[config.mk]
export PLATFORM = sky130hd
export DESIGN_NAME = param_editor
export DESIGN_NICKNAME = d
export VERILOG_FILES = /design/src/rtl/wavegen_pkg.sv /design/src/rtl/button_debouncer.sv /design/src/rtl/param_editor.sv
export SDC_FILE = /design/constraint.sdc
export NUM_CORES = 1
export LEC_CHECK = 0
export ABC_CLOCK_PERIOD_IN_PS = 4250
export CORE_UTILIZATION = 30
export DETAILED_ROUTE_END_ITERATION = 12
export GPL_TIMING_DRIVEN = 0
export PLACE_DENSITY = 0.6
export SETUP_SLACK_MARGIN = 0.5
export SLEW_MARGIN = 20
export SYNTH_ARGS = -nofsm -noshare
export SYNTH_HDL_FRONTEND = slang
export SYNTH_SLANG_ARGS = --single-unit
[constraint.sdc]
create_clock -name clk -period 4.25 [get_ports clk]
set_input_delay 0.85 -clock clk [delete_from_list [all_inputs] [get_ports clk]]
set_output_delay 0.85 -clock clk [all_outputs]
set_load 0.01 [all_outputs]
[src/rtl/wavegen_pkg.sv]
// wavegen_pkg: shared definitions for the waveform generator front panel.
// Mode encodings, per-parameter limits and reset values, phase modulus,
// and the cursor-to-step lookup used by the parameter editor.
package wavegen_pkg;

  typedef enum logic [3:0] {
    MODE_FREQ  = 4'd0,
    MODE_PHASE = 4'd1,
    MODE_DUTY  = 4'd2,
    MODE_RANGE = 4'd3,
    MODE_SPEED = 4'd4
  } mode_t;

  // Width of the signed edit arithmetic; 999 + 100 must not overflow.
  localparam int unsigned CALC_W = 12;

  localparam logic signed [CALC_W-1:0] FREQ_MIN  = 12'sd1;
  localparam logic signed [CALC_W-1:0] FREQ_MAX  = 12'sd999;
  localparam logic signed [CALC_W-1:0] FREQ_RST  = 12'sd1;
  localparam logic signed [CALC_W-1:0] PHASE_RST = 12'sd0;
  localparam logic signed [CALC_W-1:0] DUTY_MIN  = 12'sd1;
  localparam logic signed [CALC_W-1:0] DUTY_MAX  = 12'sd99;
  localparam logic signed [CALC_W-1:0] DUTY_RST  = 12'sd50;
  localparam logic signed [CALC_W-1:0] RANGE_MIN = 12'sd0;
  localparam logic signed [CALC_W-1:0] RANGE_MAX = 12'sd999;
  localparam logic signed [CALC_W-1:0] RANGE_RST = 12'sd100;
  localparam logic signed [CALC_W-1:0] SPEED_MIN = 12'sd1;
  localparam logic signed [CALC_W-1:0] SPEED_MAX = 12'sd99;
  localparam logic signed [CALC_W-1:0] SPEED_RST = 12'sd10;

  localparam logic signed [CALC_W-1:0] PHASE_MODULUS = 12'sd360;

  // Digit weight for the cursor position (0 = units).
  function automatic logic signed [CALC_W-1:0] step_of(input logic [2:0] cursor);
    case (cursor)
      3'd0:    return 12'sd1;
      3'd1:    return 12'sd10;
      default: return 12'sd100;
    endcase
  endfunction

  // Highest editable digit: two-digit parameters stop at the tens digit.
  function automatic logic [2:0] cmax_of(input mode_t m);
    case (m)
      MODE_DUTY, MODE_SPEED: return 3'd1;
      default:               return 3'd2;
    endcase
  endfunction

  function automatic logic signed [CALC_W-1:0] clamp(
    input logic signed [CALC_W-1:0] v,
    input logic signed [CALC_W-1:0] lo,
    input logic signed [CALC_W-1:0] hi
  );
    if (v < lo)      return lo;
    else if (v > hi) return hi;
    else             return v;
  endfunction

endpackage

[src/rtl/button_debouncer.sv]
// button_debouncer: 2-flop synchronizer, stability counter and a one-cycle
// press pulse on each accepted 0->1 transition. Release emits no pulse.
module button_debouncer #(
  parameter int unsigned DEBOUNCE_CYCLES = 1000000
) (
  input  logic clk,
  input  logic rst_n,
  input  logic btn,
  output logic level,
  output logic pulse
);

  localparam int unsigned CNT_W = (DEBOUNCE_CYCLES > 1) ? $clog2(DEBOUNCE_CYCLES) : 1;
  localparam logic [CNT_W-1:0] CNT_MAX = CNT_W'(DEBOUNCE_CYCLES - 1);

  logic [1:0]       sync;
  logic [CNT_W-1:0] cnt;

  // Synchronize, count while the sample disagrees with the accepted state,
  // accept after the sample has been stable long enough.
  always_ff @(posedge clk or negedge rst_n) begin
    if (!rst_n) begin
      sync  <= '0;
      cnt   <= '0;
      level <= 1'b0;
      pulse <= 1'b0;
    end else begin
      sync  <= {sync[0], btn};
      pulse <= 1'b0;
      if (sync[1] == level) begin
        cnt <= '0;
      end else if (cnt == CNT_MAX) begin
        cnt   <= '0;
        level <= sync[1];
        pulse <= sync[1];
      end else begin
        cnt <= cnt + 1'b1;
      end
    end
  end

endmodule

[src/rtl/param_editor.sv]
// param_editor: debounces the five push-buttons and edits the waveform
// parameters digit by digit. Optional auto-repeat of up/down while held is
// enabled by defining PARAM_EDITOR_AUTOREPEAT_EN.
module param_editor
  import wavegen_pkg::*;
#(
  parameter int unsigned DEBOUNCE_CYCLES = 1000000,
  parameter int unsigned REPEAT_DELAY    = 50000000,
  parameter int unsigned REPEAT_PERIOD   = 10000000
) (
  input  logic        clk,
  input  logic        rst_n,
  input  logic        btn_up,
  input  logic        btn_down,
  input  logic        btn_left,
  input  logic        btn_right,
  input  logic        btn_center,
  output logic [19:0] value,
  output logic [3:0]  mode,
  output logic [2:0]  cursor,
  output logic [9:0]  freq_khz,
  output logic [8:0]  phase_deg,
  output logic [6:0]  duty_pct,
  output logic [9:0]  sweep_range,
  output logic [6:0]  sweep_speed
);

  logic up_p, dn_p, l_p, r_p, c_p;
  logic up_lvl, dn_lvl, l_lvl, r_lvl, c_lvl;
  logic rep_up, rep_dn, up_ev, dn_ev;
  logic act_center, act_left, act_right, act_up, act_down;
  mode_t mode_q;
  logic [2:0] cursor_q;
  logic signed [CALC_W-1:0] cur_val, step, sum, new_val;
  logic [19:0] act_val;
  logic unused_lvl;

  button_debouncer #(.DEBOUNCE_CYCLES(DEBOUNCE_CYCLES)) u_db_up (
    .clk(clk), .rst_n(rst_n), .btn(btn_up), .level(up_lvl), .pulse(up_p));
  button_debouncer #(.DEBOUNCE_CYCLES(DEBOUNCE_CYCLES)) u_db_down (
    .clk(clk), .rst_n(rst_n), .btn(btn_down), .level(dn_lvl), .pulse(dn_p));
  button_debouncer #(.DEBOUNCE_CYCLES(DEBOUNCE_CYCLES)) u_db_left (
    .clk(clk), .rst_n(rst_n), .btn(btn_left), .level(l_lvl), .pulse(l_p));
  button_debouncer #(.DEBOUNCE_CYCLES(DEBOUNCE_CYCLES)) u_db_right (
    .clk(clk), .rst_n(rst_n), .btn(btn_right), .level(r_lvl), .pulse(r_p));
  button_debouncer #(.DEBOUNCE_CYCLES(DEBOUNCE_CYCLES)) u_db_center (
    .clk(clk), .rst_n(rst_n), .btn(btn_center), .level(c_lvl), .pulse(c_p));

  // One action per clock: center > left > right > up > down.
  assign up_ev      = up_p | rep_up;
  assign dn_ev      = dn_p | rep_dn;
  assign act_center = c_p;
  assign act_left   = l_p & ~c_p;
  assign act_right  = r_p & ~c_p & ~l_p;
  assign act_up     = up_ev & ~c_p & ~l_p & ~r_p;
  assign act_down   = dn_ev & ~c_p & ~l_p & ~r_p & ~up_ev;

`ifdef PARAM_EDITOR_AUTOREPEAT_EN
  logic [31:0] rep_cnt;
  logic rep_armed, rep_restart, rep_fire;

  assign unused_lvl  = ^{l_lvl, r_lvl, c_lvl};
  assign rep_restart = up_p | dn_p | act_center | act_left | act_right | ~(up_lvl | dn_lvl);
  assign rep_fire    = ~rep_restart &&
                       (rep_cnt == (rep_armed ? 32'(REPEAT_PERIOD - 1) : 32'(REPEAT_DELAY - 1)));
  assign rep_up      = rep_fire & up_lvl;
  assign rep_dn      = rep_fire & dn_lvl;

  // Repeat timer: first delay after a press, then a fixed period until release.
  always_ff @(posedge clk or negedge rst_n) begin
    if (!rst_n) begin
      rep_cnt   <= '0;
      rep_armed <= 1'b0;
    end else if (rep_restart) begin
      rep_cnt   <= '0;
      rep_armed <= 1'b0;
    end else if (rep_fire) begin
      rep_cnt   <= '0;
      rep_armed <= 1'b1;
    end else begin
      rep_cnt <= rep_cnt + 32'd1;
    end
  end
`else
  localparam int unsigned UNUSED_REPEAT = REPEAT_DELAY + REPEAT_PERIOD;
  assign unused_lvl = ^{up_lvl, dn_lvl, l_lvl, r_lvl, c_lvl};
  assign rep_up     = 1'b0;
  assign rep_dn     = 1'b0;
`endif

  // Step the active parameter, clamping or wrapping as that parameter requires.
  always_comb begin
    cur_val = '0;
    case (mode_q)
      MODE_FREQ:  cur_val = {2'b0, freq_khz};
      MODE_PHASE: cur_val = {3'b0, phase_deg};
      MODE_DUTY:  cur_val = {5'b0, duty_pct};
      MODE_RANGE: cur_val = {2'b0, sweep_range};
      MODE_SPEED: cur_val = {5'b0, sweep_speed};
      default:    cur_val = '0;
    endcase
    step    = step_of(cursor_q);
    sum     = act_up ? (cur_val + step) : (cur_val - step);
    new_val = sum;
    case (mode_q)
      MODE_FREQ:  new_val = clamp(sum, FREQ_MIN, FREQ_MAX);
      MODE_PHASE: begin
        if (sum >= PHASE_MODULUS)  new_val = sum - PHASE_MODULUS;
        else if (sum < 12'sd0)     new_val = sum + PHASE_MODULUS;
        else                       new_val = sum;
      end
      MODE_DUTY:  new_val = clamp(sum, DUTY_MIN, DUTY_MAX);
      MODE_RANGE: new_val = clamp(sum, RANGE_MIN, RANGE_MAX);
      MODE_SPEED: new_val = clamp(sum, SPEED_MIN, SPEED_MAX);
      default:    new_val = sum;
    endcase
  end

  // Mode, cursor and parameter registers.
  always_ff @(posedge clk or negedge rst_n) begin
    if (!rst_n) begin
      mode_q      <= MODE_FREQ;
      cursor_q    <= '0;
      freq_khz    <= FREQ_RST[9:0];
      phase_deg   <= PHASE_RST[8:0];
      duty_pct    <= DUTY_RST[6:0];
      sweep_range <= RANGE_RST[9:0];
      sweep_speed <= SPEED_RST[6:0];
    end else if (act_center) begin
      cursor_q <= '0;
      case (mode_q)
        MODE_FREQ:  mode_q <= MODE_PHASE;
        MODE_PHASE: mode_q <= MODE_DUTY;
        MODE_DUTY:  mode_q <= MODE_RANGE;
        MODE_RANGE: mode_q <= MODE_SPEED;
        default:    mode_q <= MODE_FREQ;
      endcase
    end else if (act_left) begin
      if (cursor_q < cmax_of(mode_q)) cursor_q <= cursor_q + 3'd1;
    end else if (act_right) begin
      if (cursor_q != 3'd0) cursor_q <= cursor_q - 3'd1;
    end else if (act_up || act_down) begin
      case (mode_q)
        MODE_FREQ:  freq_khz    <= new_val[9:0];
        MODE_PHASE: phase_deg   <= new_val[8:0];
        MODE_DUTY:  duty_pct    <= new_val[6:0];
        MODE_RANGE: sweep_range <= new_val[9:0];
        MODE_SPEED: sweep_speed <= new_val[6:0];
        default:    ;
      endcase
    end
  end

  // Select the active parameter for the display.
  always_comb begin
    act_val = '0;
    case (mode_q)
      MODE_FREQ:  act_val = {10'b0, freq_khz};
      MODE_PHASE: act_val = {11'b0, phase_deg};
      MODE_DUTY:  act_val = {13'b0, duty_pct};
      MODE_RANGE: act_val = {10'b0, sweep_range};
      MODE_SPEED: act_val = {13'b0, sweep_speed};
      default:    act_val = '0;
    endcase
  end

  // Display-side outputs, one clock behind the internal state.
  always_ff @(posedge clk or negedge rst_n) begin
    if (!rst_n) begin
      mode   <= 4'(MODE_FREQ);
      cursor <= '0;
      value  <= 20'(FREQ_RST);
    end else begin
      mode   <= mode_q;
      cursor <= cursor_q;
      value  <= act_val;
    end
  end

endmodule

# Yosys cells after proc, flatten, opt, wreduce, memory -nomap -nowiden
# Cells that the tools add are included.
# W data, S select, Z words.
# totals
register_bits	197
latchBits	0
ramBits	0
mem_bits_ro	0
inputBits	7
out_inout_bits	70
memories	0
# classes
add_sub_neg	11
n_mul	0
div	0
magnitude_cmp	6
n_eq_ne	16
shifts	0
muxes	41
bitwise_logic	21
reduce_logical	18
# ops
cell	n
$mux W20	10
$add A20 B1 Y20 const B	5
$eq A20 B20 Y1 const B	5
$pmux W10 S5	2
$mux W10	7
$pmux W10 S3	1
$reduce_and A5 Y1	5
$mux W3	7
$pmux W7 S2	1
$add A12 B12 Y12	1
$ge A12 B10 Y1 const B	1
$gt A12 B11 Y1 const B	1
$gt A12 B8 Y1 const B	1
$lt A12 B1 Y1 const B	1
$lt A12 B2 Y1 const B	1
$mux W12	1
$pmux W3 S4	1
$sub A12 B12 Y12	1
$not A1 Y1	11
$add A10 B10 Y10 const B	1
$and A1 B1 Y1	10
$mux W1	10
$reduce_and A2 Y1	5
$sub A10 B10 Y10 const B	1
other kinds (16)	23

# Longest topological paths before layout
# Gate-level depths: netlist (run 1).
# depth
word_depth	9
mapped_depth	20
mapped_depth_nobuf	17

# Hierarchy
# A second synthesis (run 1) with hierarchy kept.
# hier_totals
cells_unflattened	1032
area_unflattened_um2	9889.5
# modules_own_cells
mod	n_inst	cells_each	area_per_inst_um2
button_debouncer at u_db_center ...	4	116	1136.1
param_editor	1	458	4207.8
button_debouncer at u_db_up	1	110	1137.3

# Worst setup path after synthesis (run 1)
# No wires, ideal clock.
# synth_timing
kind	reg2reg
start	register mode_q[0]
end	register freq_khz[3]
setup_ns	0.078
arrival_time_ns	4.614
required_time_ns	4.172
setup_slack_ns	-0.442
stages_incl_launch_ff	18
n_path_buf	3
path_cell_list	dfrtp_1 -> buf_2 -> buf_2 -> buf_1 -> mux4_2 -> nand2_1 -> nand2_1 -> ha_1 -> a211oi_1 -> o31a_1 -> a2111oi_1 -> o21ai_0 -> and3_4 -> o2111a_1 -> or4b_4 -> o2bb2a_4 -> or2_4 -> o21ai_2
# synth_via
elab_chain_cells	8
word_cells_on_any_way	26
# synth_lines
item	line_no	source
start, declared	param_editor.sv:32	mode_t mode_q;
start signal, assigned	param_editor.sv:122	mode_q <= MODE_FREQ;
start signal, assigned	param_editor.sv:132	MODE_FREQ: mode_q <= MODE_PHASE;
start signal, assigned	param_editor.sv:133	MODE_PHASE: mode_q <= MODE_DUTY;
$eq A4 B3 Y1, or another cell as far along	param_editor.sv:94, param_editor.sv:105	
$pmux W10 S5	param_editor.sv:94	case (mode_q)
$sub A12 B12 Y12 or $add A12 B12 Y12 (tied branches)	param_editor.sv:103	sum = act_up ? (cur_val + step) : (cur_val - step);
$mux W12	param_editor.sv:103	
$add A10 B10 Y10, or another cell as far along	param_editor.sv:109	else if (sum < 12'sd0) new_val = sum + PHASE_MODULUS;
$mux W10 (on tied branches)	param_editor.sv:109, wavegen_pkg.sv:56	
$mux W10 (on tied branches)	param_editor.sv:108, wavegen_pkg.sv:55	
$pmux W10 S3	param_editor.sv:105	case (mode_q)
end signal, assigned	param_editor.sv:124	freq_khz <= FREQ_RST[9:0];
end signal, assigned	param_editor.sv:144	MODE_FREQ: freq_khz <= new_val[9:0];
end, declared	param_editor.sv:21	output logic [9:0] freq_khz,
# Several ways; a longest one is shown, not always the timed one.
# A chain may end at the register's enable or synchronous reset.

# Worst setup path in the final report (run 1)
# Same ends and word-level chain as after synthesis.

==> impl_metrics.py, run 1 <==
metrics = {
    "worst_setup_path": {
        "crit_path_max_incr_delay_ns": 0.51,
        "worstPathArrival_ns": 4.73,
        "required_ns": 4.61,
        "worstPathMaxFanout": 8,
        "worstSetupPathType": "reg2reg",
        "cp-start-kind": "flip-flop",
        "critPathSlowestCell": "mux4_2",
        "end_kind": "flip-flop",
        "cp_cell_sequence": "buf_6 > buf_12 > buf_12 > mux4_2 > nand2_2 > nand2_4 > ha_4 > a211oi_4 > o31a_1 > a2111oi_4 > o2111a_1 > or3_4 > a211oi_4 > or4b_4 > o2bb2a_4 > or2_4 > o21ai_2",
    },
    "yosys": {
        "async_flop_share": 1.00,
        "syn_area_um2": 9620,
        "yosysTopAreaCell": "dfrtp_1",
        "seq_area_frac_synth": 0.483,
        "synthCells": 974,
        "synth_area_per_cell_um2": 9.87,
        "yosysUniqueCellTypes": 79,
        "synth_edf_count": 0,
        "yosys_warnings": 0,
        "synth-main-ff-cell": "dfrtp_1",
        "synth_area_leaders": "dfrtp_1 46%, nor2_1 5.4%, xor2_1 5.0%",
        "yosysTopAreaCellShare": 0.455,
        "synth_seq_cells": 185,
    },
    "global_routing": {
        "grt_usage": 0.151,
        "antenna_found_initial": 0,
        "grt_pass1_wl_mm": 39.5,
        "overflow": 0,
        "grt_max_degree": 95,
        "grt_pass1_vias": 7476,
    },
    "routing": {
        "antenna_left": 0,
        "vias": 7645,
        "drt-total-wl_mm": 24.5,
        "drt_first_iter_violations": 532,
        "dr.pass1.iters": 6,
        "avgRoutedWirePerCell_um": 15.9,
        "drc_errors": 0,
        "avgViaCountPerCell": 4.97,
    },
    "sta": {
        "period_needed_ns": 4.37,
        "fin_skew_ns": 0.00924,
        "finalHoldViolations": 0,
        "fin_crit_sh": 1.03,
        "max_slew.worst_pin.slew_ns": 0.862,
        "drv_slew": 0,
        "finalSetupViolCount": 22,
        "max_freq_ghz": 0.229,
        "relSlewSlack": 0.423,
        "grt_setup_unrepaired": "yes",
        "timing.final.ws_setup_ns": -0.120,
    },
    "run_status": {
        "status": "finished with violations",
        "violations": "setup timing",
    },
    "die": {
        "io_pins": 77,
        "start_util": 0.305,
        "die_area_um2": 32800,
        "core.rowCount": 65,
        "core-area_um2": 31600,
        "die_x_um": 181,
        "die_h_um": 181,
    },
    "clocking": {
        "clk_pin_slew_ns": 0.07,
        "h-tree-depth": 4,
        "cts_made_buffers": 17,
        "cts-root-buf": "clkbuf_16",
        "clk_latency_ns": 0.44,
        "clockBufferDepth": 2,
        "cts_tree": "done",
        "ctsHoldBuffers": 0,
        "cts.sinks": 185,
    },
    "placement": {
        "gp_congestion": 0.874,
        "hpwl_mm": 16.9,
        "post-place-cells": 1452,
        "io_buffers": 65,
        "dp_slack_ns": -0.770,
    },
    "power_and_ir_drop": {
        "power.internal_w": 0.00276,
        "power.total_w": 0.00357,
        "p_leak_nw": 5.46,
        "pwr-share-clk": 0.472,
        "p_comb_frac": 0.026,
        "switching_power_w": 0.000808,
        "seq_power_share": 0.501,
        "vdd_drop_max_uv": 183,
        "sw_frac_of_total": 0.226,
        "power.density_nw_per_um2": 283,
    },
    "layout": {
        "fill_cells": 3064,
        "multi_input_area_um2": 5310,
        "register_area_um2": 4640,
        "layout.cells.non_filler": 1539,
        "syn2layout_area_growth_pct": 31.4,
        "n_antenna_cell": 0,
        "final_common_cell": "dfrtp_1",
        "final_cell_mix": "175 x dfrtp_1, 136 x nor2_1, 81 x nand2_1",
        "drive_gt1_frac": 0.220,
        "finish.net_count": 1158,
    },
    "worst_hold_path": {
        "hp-class": "reg2reg",
    },
    "run": {
        "drv_cap": 0,
    },
}
state kept, by name (all words and copies together) (netlist names), 2 cells and up:
signal / count
sweep_speed: 7
freq_khz: 10
u_db_down.cnt: 20
u_db_down.sync: 2
u_db_center.cnt: 20
u_db_right.cnt: 20
sweep_range: 10
cursor_q: 3
u_db_up.cnt: 20
mode: 3
u_db_left.cnt: 20
phase_deg: 9
value: 10
cursor: 3
u_db_right.sync: 2
u_db_center.sync: 2
duty_pct: 7
u_db_left.sync: 2
mode_q: 3
u_db_up.sync: 2
critical path: cells and delay by family, from the launching register on:
family | cells | cell delay (ns)
AOI/OAI and AO/OA | 7 | 1.45
adders and majority gates | 1 | 0.24
and+or+nand+nor | 5 | 1.32
buffers and inverters | 3 | 0.37
muxes | 1 | 0.51
DFF | 1 | 0.38
power groups by stage:
stage | Clock (W) | Combinational (W) | Sequential [W]
after floorplan | 0 | 0.0000422 | 0.00182
after global placement | 0 | 0.0000924 | 0.00183
after detailed placement | 0 | 0.0000965 | 0.00182
after CTS | 0.00173 | 0.0000966 | 0.00179
after global routing | 0.00179 | 0.000109 | 0.00179
final | 0.00169 | 0.0000932 | 0.00179
cell usage after synthesis (4+ instances only):
| cell type | number |
|---|---|
| a21o_1 | 4 |
| a21oi_1 | 39 |
| a31oi_1 | 11 |
| and2_1 | 7 |
| and3_1 | 31 |
| and4b_1 | 5 |
| buf_1 | 4 |
| buf_4 | 13 |
| clkbuf_1 | 20 |
| dfrtp_1 | 175 |
| dfstp_2 | 10 |
| ha_1 | 25 |
| inv_1 | 24 |
| mux2_2 | 17 |
| mux2i_1 | 7 |
| mux4_2 | 4 |
| nand2_1 | 90 |
| nand2b_1 | 8 |
| nand3_1 | 59 |
| nand4_1 | 12 |
| nor2_1 | 139 |
| nor2b_1 | 8 |
| nor3_1 | 10 |
| nor3b_1 | 9 |
| nor4_1 | 7 |
| nor4b_1 | 4 |
| o21ai_0 | 29 |
| o21ai_1 | 6 |
| o21ai_2 | 4 |
| o22ai_1 | 5 |
| o31ai_1 | 5 |
| or2_2 | 4 |
| or3_1 | 15 |
| xnor2_1 | 41 |
| xor2_1 | 55 |
path summary, 6_finish.rpt:
| path | startpoint | end | slack [ns] | cells past startpoint |
|---|---|---|---|---|
| hold reg to reg | u_db_center.sync[0] | u_db_center.sync[1] | 0.35 | 0 |
| max in group asynchronous | rst_n | duty_pct[1] | 2.92 | 2 |
| min in group asynchronous | rst_n | u_db_center.cnt[13] | 0.41 | 1 |
| hold / removal | u_db_center.sync[0] | u_db_center.sync[1] | 0.35 | 0 |
| setup / recovery | mode_q[0] | freq_khz[3] | -0.12 | 17 |
| setup reg to reg | mode_q[0] | freq_khz[3] | -0.12 | 17 |
routing by layer:
| layer | part of all wire | wire [um] | up-vias | global-route usage |
|---|---|---|---|---|
| met2 | 0.49 | 11900 | 197 | 0.249 |
| met4 | 0.027 | 667 | 0 | 0.0610 |
| met5 | 0 | 0 | - | 0 |
| met3 | 0.048 | 1170 | 48 | 0.0274 |
| met1 | 0.44 | 10700 | 3720 | 0.196 |
| li1 | - | - | 3680 | - |
kinds of logic after synthesis:
family	share of synthesized area
and+or+nand+nor	0.217
DFF	0.483
AOI/OAI and AO/OA	0.105
xor gates and xnor gates	0.0874
buffers and inverters	0.0316
muxes	0.0389
adders and majority gates	0.0367
other	0.000390
what timing repair did:
item,CTS,global route
setup endpoints to repair,42,42
gates resized for setup,71,51
pin swaps,34,32
setup buffers,41,14
stage by stage:
stage	hold WS (ns)	util	setup TNS, ns	cell area, um2
2_1_floorplan	0.331	-	0	9790
5_1_grt	0.361	0.400	-4.82	12600
6_report	0.351	0.400	-1.26	12600
4_1_cts	0.352	0.390	-0.906	12300
3_5_place_dp	0.336	0.348	-17.33	11000
3_3_place_gp	0.332	0.347	-1010.47	10900
area by class of cell:
cell class / count / area share
multi-input cells: 734 / 0.420
flip-flops and latches: 185 / 0.367
repair buffers: 121 / 0.0898
well taps: 402 / 0.0398
clock buffers: 18 / 0.0348
plain buffers: 41 / 0.0260
clock inverters: 14 / 0.0150
inverters: 24 / 0.00733
(Power assumes the default switching activity.)
==> inputs of run 2 (changes only) <==
- CORE_UTILIZATION: 30 -> 45
- PLACE_DENSITY: 0.6 -> 0.79
==> run 2 against run 1 <==
- sequential share of layout area rose by 0.20 points
- largest cell class unchanged
- the run still ends with setup timing left
- register-to-register slack got worse by 0.25 ns
- sequential power hardly changed
- clock-buffer cell count is 3 higher
- cell area fell by 0.48%
- sequential cell count is the same
- clock skew rose by 0.0063 ns
- utilization rose by 20 points
- first-iteration DRC count up 48%
- combinational power up 3.3%
- power fell by 4.2%
==> impl_metrics.py, run 2 (same netlist as run 1, synthesis figures left out) <==
metrics = {
    "run_status": {
        "status": "finished with violations",
        "violations": "setup timing",
    },
    "sta": {
        "max_freq_ghz": 0.216,
        "fin_crit_sh": 1.09,
        "max_slew.worst_pin.slew_ns": 0.962,
        "grt_setup_unrepaired": "yes",
        "fin_tns_setup_ns": -7.38,
        "finalHoldViolations": 0,
        "fin_skew_ns": 0.0156,
        "period_needed_ns": 4.62,
        "timing.final.ws_setup_ns": -0.370,
        "drv_slew": 0,
        "relSlewSlack": 0.359,
        "finalSetupViolCount": 36,
    },
    "global_routing": {
        "grt_max_degree": 84,
        "use_met3": 0.0479,
        "grt.busiest_layer": "met2",
        "grt_usage": 0.223,
        "grt_pass1_vias": 7699,
        "use_met2": 0.365,
        "antenna_found_initial": 0,
        "grt_use_met1": 0.282,
        "overflow": 0,
        "grt_pass1_wl_mm": 38.3,
    },
    "power_and_ir_drop": {
        "power.density_nw_per_um2": 272,
        "sw_frac_of_total": 0.232,
        "pwr-share-clk": 0.448,
        "switching_power_w": 0.000793,
        "p_comb_frac": 0.028,
        "power.internal_w": 0.00263,
        "seq_power_share": 0.524,
        "vdd_drop_max_uv": 257,
        "p_leak_nw": 5.42,
    },
    "layout": {
        "syn2layout_area_growth_pct": 30.8,
        "final_util": 0.600,
        "finish.net_count": 1156,
        "finish.instance_area_um2": 12600,
        "final_common_cell": "dfrtp_1",
        "drive_gt1_frac": 0.237,
        "n_antenna_cell": 0,
        "final_cell_mix": "173 x dfrtp_1, 135 x nor2_1, 81 x nand2_1",
    },
    "placement": {
        "hpwl_mm": 16.0,
        "gp_congestion": 0.935,
        "io_buffers": 65,
        "dpl-instance-area_um2": 10800,
        "dp_slack_ns": -0.546,
    },
    "routing": {
        "dr.pass1.iters": 5,
        "vias": 8050,
        "avgViaCountPerCell": 5.71,
        "antenna_left": 0,
        "drt_first_iter_violations": 786,
        "avgRoutedWirePerCell_um": 18.2,
        "drc_errors": 0,
        "drt-total-wl_mm": 25.6,
    },
    "run": {
        "drv_cap": 0,
    },
    "clocking": {
        "cts_tree": "done",
        "cts-root-buf": "clkbuf_16",
        "clockBufferDepth": 2,
        "cts.sinks": 185,
        "clk_pin_slew_ns": 0.07,
        "cts_made_buffers": 17,
        "clk_latency_ns": 0.45,
        "h-tree-depth": 4,
    },
    "worst_setup_path": {
        "worstPathMaxFanout": 7,
        "critPathSlowestCell": "mux4_2",
        "worstSetupPathType": "reg2reg",
        "cp_cell_sequence": "buf_6 > buf_8 > buf_12 > mux4_2 > nand2_2 > nand2_4 > ha_4 > a211oi_4 > o31a_1 > a2111oi_4 > o2111a_2 > or3_4 > a211oi_4 > or4b_4 > o2bb2a_4 > or2_4 > o21ai_2",
        "crit_path_max_incr_delay_ns": 0.54,
        "crit_top_cell": "a211oi_4",
        "end_kind": "flip-flop",
        "cp-start-kind": "flip-flop",
        "worstPathArrival_ns": 4.98,
        "required_ns": 4.61,
    },
    "die": {
        "die_area_um2": 22000,
        "start_util": 0.459,
        "core.rowCount": 53,
        "core-area_um2": 21000,
        "io_pins": 77,
        "die_x_um": 148,
        "die_h_um": 148,
    },
    "worst_hold_path": {
        "hp-class": "in2async",
    },
}
run 2: worst max-delay path: cells and delay by family, from the launching register on:
kind,cells,cell delay [ns]
fa+ha+maj,1,0.24
simple gates,5,1.37
compound gates,7,1.65
mux,1,0.54
flops,1,0.36
buf+inv,3,0.36
run 2: what timing repair did:
action / in CTS / in global routing
pin swaps: 34 / 39
buffers inserted: 36 / 16
hold buffers: 0 / 0
resized for setup: 85 / 75
setup endpoints to repair: 42 / 42
run 2: path summary, 6_finish.rpt:
| kind | endpoint | cells after the start | slack [ns] | from |
|---|---|---|---|---|
| worst max-delay path | sweep_range[3] | 17 | -0.37 | mode_q[0] |
| worst min-delay path | u_db_center.sync[0] | 1 | 0.27 | rst_n |
| worst max register to register | sweep_range[3] | 17 | -0.37 | mode_q[0] |
| worst min register to register | u_db_center.sync[1] | 0 | 0.35 | u_db_center.sync[0] |
| max in group asynchronous | freq_khz[0] | 2 | 3.26 | rst_n |
| min in group clk | u_db_center.sync[1] | 0 | 0.35 | u_db_center.sync[0] |
run 2: metrics by stage:
stage	std cells	hold slack [ns]	power [W]
2_1_floorplan	984	0.331	0.00186
3_3_place_gp	1324	0.334	0.00191
3_5_place_dp	1326	0.336	0.00192
4_1_cts	1394	0.271	0.00344
5_1_grt	1410	0.282	0.00352
6_report	1410	0.271	0.00342
run 2: metal layers:
metal | routed length [um] | share of wire
met1 | 10500 | 0.41
met2 | 12500 | 0.49
met3 | 1620 | 0.063
met4 | 979 | 0.038
met5 | 0 | 0
run 2: cell type report:
type	count	area, um2
Inverter	24	95.1
Buffer	41	322
Clock buffer	21	480
Clock inverter	11	85.1
Fill cell	1658	8380
Multi-Input combinational cell	734	5470
Timing Repair Buffer	119	1140
Sequential cell	185	4640
Tap cell	275	344
run 2: power by group through the flow:
| stage | logic [W] | clock network (W) | registers, W |
|---|---|---|---|
| floorplan | 0.0000422 | 0 | 0.00182 |
| detailed placement | 0.0000996 | 0 | 0.00182 |
| finish | 0.0000963 | 0.00153 | 0.00179 |
| global placement | 0.0000899 | 0 | 0.00182 |
| global route | 0.000112 | 0.00162 | 0.00179 |
| CTS | 0.0000998 | 0.00155 | 0.00179 |
==> inputs of run 3 (changes only) <==
- ABC_CLOCK_PERIOD_IN_PS: 4250 -> 4200
- SETUP_SLACK_MARGIN: 0.5 -> unset
- clock period: 4.25 -> 4.2 ns (I/O delays scaled with it)
==> run 3 against run 2 <==
- the flow still finishes with violations (setup timing)
- highest routed layer unchanged
- clock-buffer cell count unchanged
- non-clock buffer count is 9 lower
- sequential cell count unchanged
- critical endpoint is now freq_khz[3]
- register-to-register slack improved by 0.12 ns
- first-iteration DRC count rose by 1.3%
- cell area fell by 3.2%
- via count fell by 0.14%
- wire length decreased by 3.7%
- cell count down 0.71%
- maximum frequency increased by 3.9%
- die area is the same
==> impl_metrics.py, run 3 (same netlist as run 1, synthesis figures left out) <==
metrics = {
    "sta": {
        "period_needed_ns": 4.45,
        "max_freq_ghz": 0.225,
        "grt_setup_unrepaired": "yes",
        "relSlewSlack": 0.470,
        "finalSetupViolCount": 27,
        "fin_crit_sh": 1.06,
        "finalHoldViolations": 0,
        "max_slew.worst_pin.slew_ns": 0.787,
        "fin_skew_ns": 0.0129,
        "timing.final.ws_setup_ns": -0.247,
        "drv_slew": 0,
    },
    "worst_setup_path": {
        "rr_worst_depth": 16,
        "regToRegSetupSlack_ns": -0.25,
        "worstSetupPathType": "reg2reg",
        "required_ns": 4.55,
        "rr_startpoint": "mode_q[1]",
        "r2r-end": "freq_khz[3]",
        "cp-start-kind": "flip-flop",
        "crit_path_end": "freq_khz[3]",
        "end_kind": "flip-flop",
        "worstPathArrival_ns": 4.80,
        "worstSetupStartpoint": "mode_q[1]",
        "worstPathMaxFanout": 5,
    },
    "layout": {
        "n_antenna_cell": 0,
        "register_area_um2": 4640,
        "drive_gt1_frac": 0.202,
        "final_cell_mix": "175 x dfrtp_1, 138 x nor2_1, 81 x nand2_1",
        "syn2layout_area_growth_pct": 26.6,
        "final_util": 0.581,
        "multi_input_area_um2": 5190,
        "finish.net_count": 1147,
        "final_common_cell": "dfrtp_1",
        "layout.cells.non_filler": 1400,
        "fill_cells": 1700,
    },
    "clocking": {
        "h-tree-depth": 4,
        "ctsHoldBuffers": 0,
        "cts.sinks": 185,
        "cts-root-buf": "clkbuf_16",
        "clk_pin_slew_ns": 0.07,
        "clk_latency_ns": 0.44,
        "cts_made_buffers": 17,
        "clockBufferDepth": 2,
        "cts_tree": "done",
    },
    "routing": {
        "avgRoutedWirePerCell_um": 17.6,
        "drt-total-wl_mm": 24.7,
        "antenna_left": 0,
        "vias": 8039,
        "drc_errors": 0,
        "dr.pass1.iters": 5,
        "avgViaCountPerCell": 5.74,
        "drt_first_iter_violations": 796,
    },
    "power_and_ir_drop": {
        "vdd_drop_max_uv": 258,
        "p_leak_nw": 5.34,
        "power.total_w": 0.00343,
        "power.density_nw_per_um2": 282,
    },
    "global_routing": {
        "grt_max_degree": 79,
        "overflow": 0,
        "grt_pass1_wl_mm": 38.2,
        "antenna_found_initial": 0,
        "grt_pass1_vias": 7530,
        "grt_usage": 0.221,
    },
    "placement": {
        "io_buffers": 65,
        "post-place-cells": 1326,
        "gp_congestion": 0.959,
        "hpwl_mm": 16.0,
    },
    "worst_hold_path": {
        "hp-class": "in2async",
    },
    "die": {
        "die_area_um2": 22000,
        "core.rowCount": 53,
        "die_h_um": 148,
        "start_util": 0.459,
        "die_x_um": 148,
        "io_pins": 77,
        "core-area_um2": 21000,
    },
    "run_status": {
        "violations": "setup timing",
        "status": "finished with violations",
    },
    "run": {
        "drv_cap": 0,
    },
}
run 3: timing repair:
item | in CTS | in global routing
setup endpoints to repair | 42 | 38
buffers inserted | 20 | 24
resized for setup | 66 | 54
gates cloned | 0 | 0
pin swaps | 29 | 30
run 3: layout make-up:
class | instances | area share
multi-input combinational | 734 | 0.427
tap | 275 | 0.0283
clock buffer | 21 | 0.0386
sequential | 185 | 0.381
clock inverter | 10 | 0.00688
timing repair buffer | 111 | 0.0855
inverter | 24 | 0.00760
buffer | 40 | 0.0254
run 3: layer usage:
layer	wire length [um]	up-vias	GRT usage	part of all wire
li1	-	3641	-	-
met1	9990	3945	0.287	0.40
met2	11900	364	0.362	0.48
met3	1980	89	0.0537	0.080
met4	858	0	0.0732	0.035
met5	0	-	0	0
run 3: power breakdown:
part	leakage [nW]	total (W)	internal, W	switching (W)
clock network	0.257	0.00152	0.000812	0.000710
logic	2.57	0.0000982	0.0000319	0.0000663
registers	2.51	0.00181	0.00180	0.0000153
total	5.34	0.00343	0.00264	0.000792
run 3: worst min-delay path by stage:
stage,from,to,slack [ns],cells past startpoint
floorplan,u_db_center.sync[0],u_db_center.sync[1],0.33,0
global placement,u_db_down.sync[0],u_db_down.sync[1],0.34,0
detailed placement,u_db_center.sync[0],u_db_center.sync[1],0.34,0
CTS,rst_n,u_db_center.cnt[18],0.29,1
global route,rst_n,u_db_center.cnt[18],0.29,1
finish,rst_n,u_db_center.cnt[18],0.28,1
run 3: stage by stage:
step	cell area (um2)	TNS, ns	hold slack [ns]	setup slack (ns)
final	12200	-3.59	0.284	-0.247
after global routing	12200	-6.89	0.292	-0.346
after CTS	11800	-1.31	0.292	-0.109
after detailed placement	10800	-18.20	0.338	-0.660
after global placement	10700	-972.01	0.338	-5.30
after floorplan	9710	0	0.331	0.000895
run 3: critical path, cell delays in order, from the launching register on:
cell,delay [ns]
dfrtp_1,0.37
buf_6,0.14
clkbuf_16,0.14
mux4_2,0.57
nand2_2,0.13
nand2_2,0.11
ha_4,0.20
a211oi_4,0.21
o31a_1,0.26
a2111oi_4,0.06
o2111a_1,0.30
or3_4,0.40
a211oi_4,0.35
or4b_4,0.52
o2bb2a_4,0.21
or2_4,0.27
o21ai_2,0.11
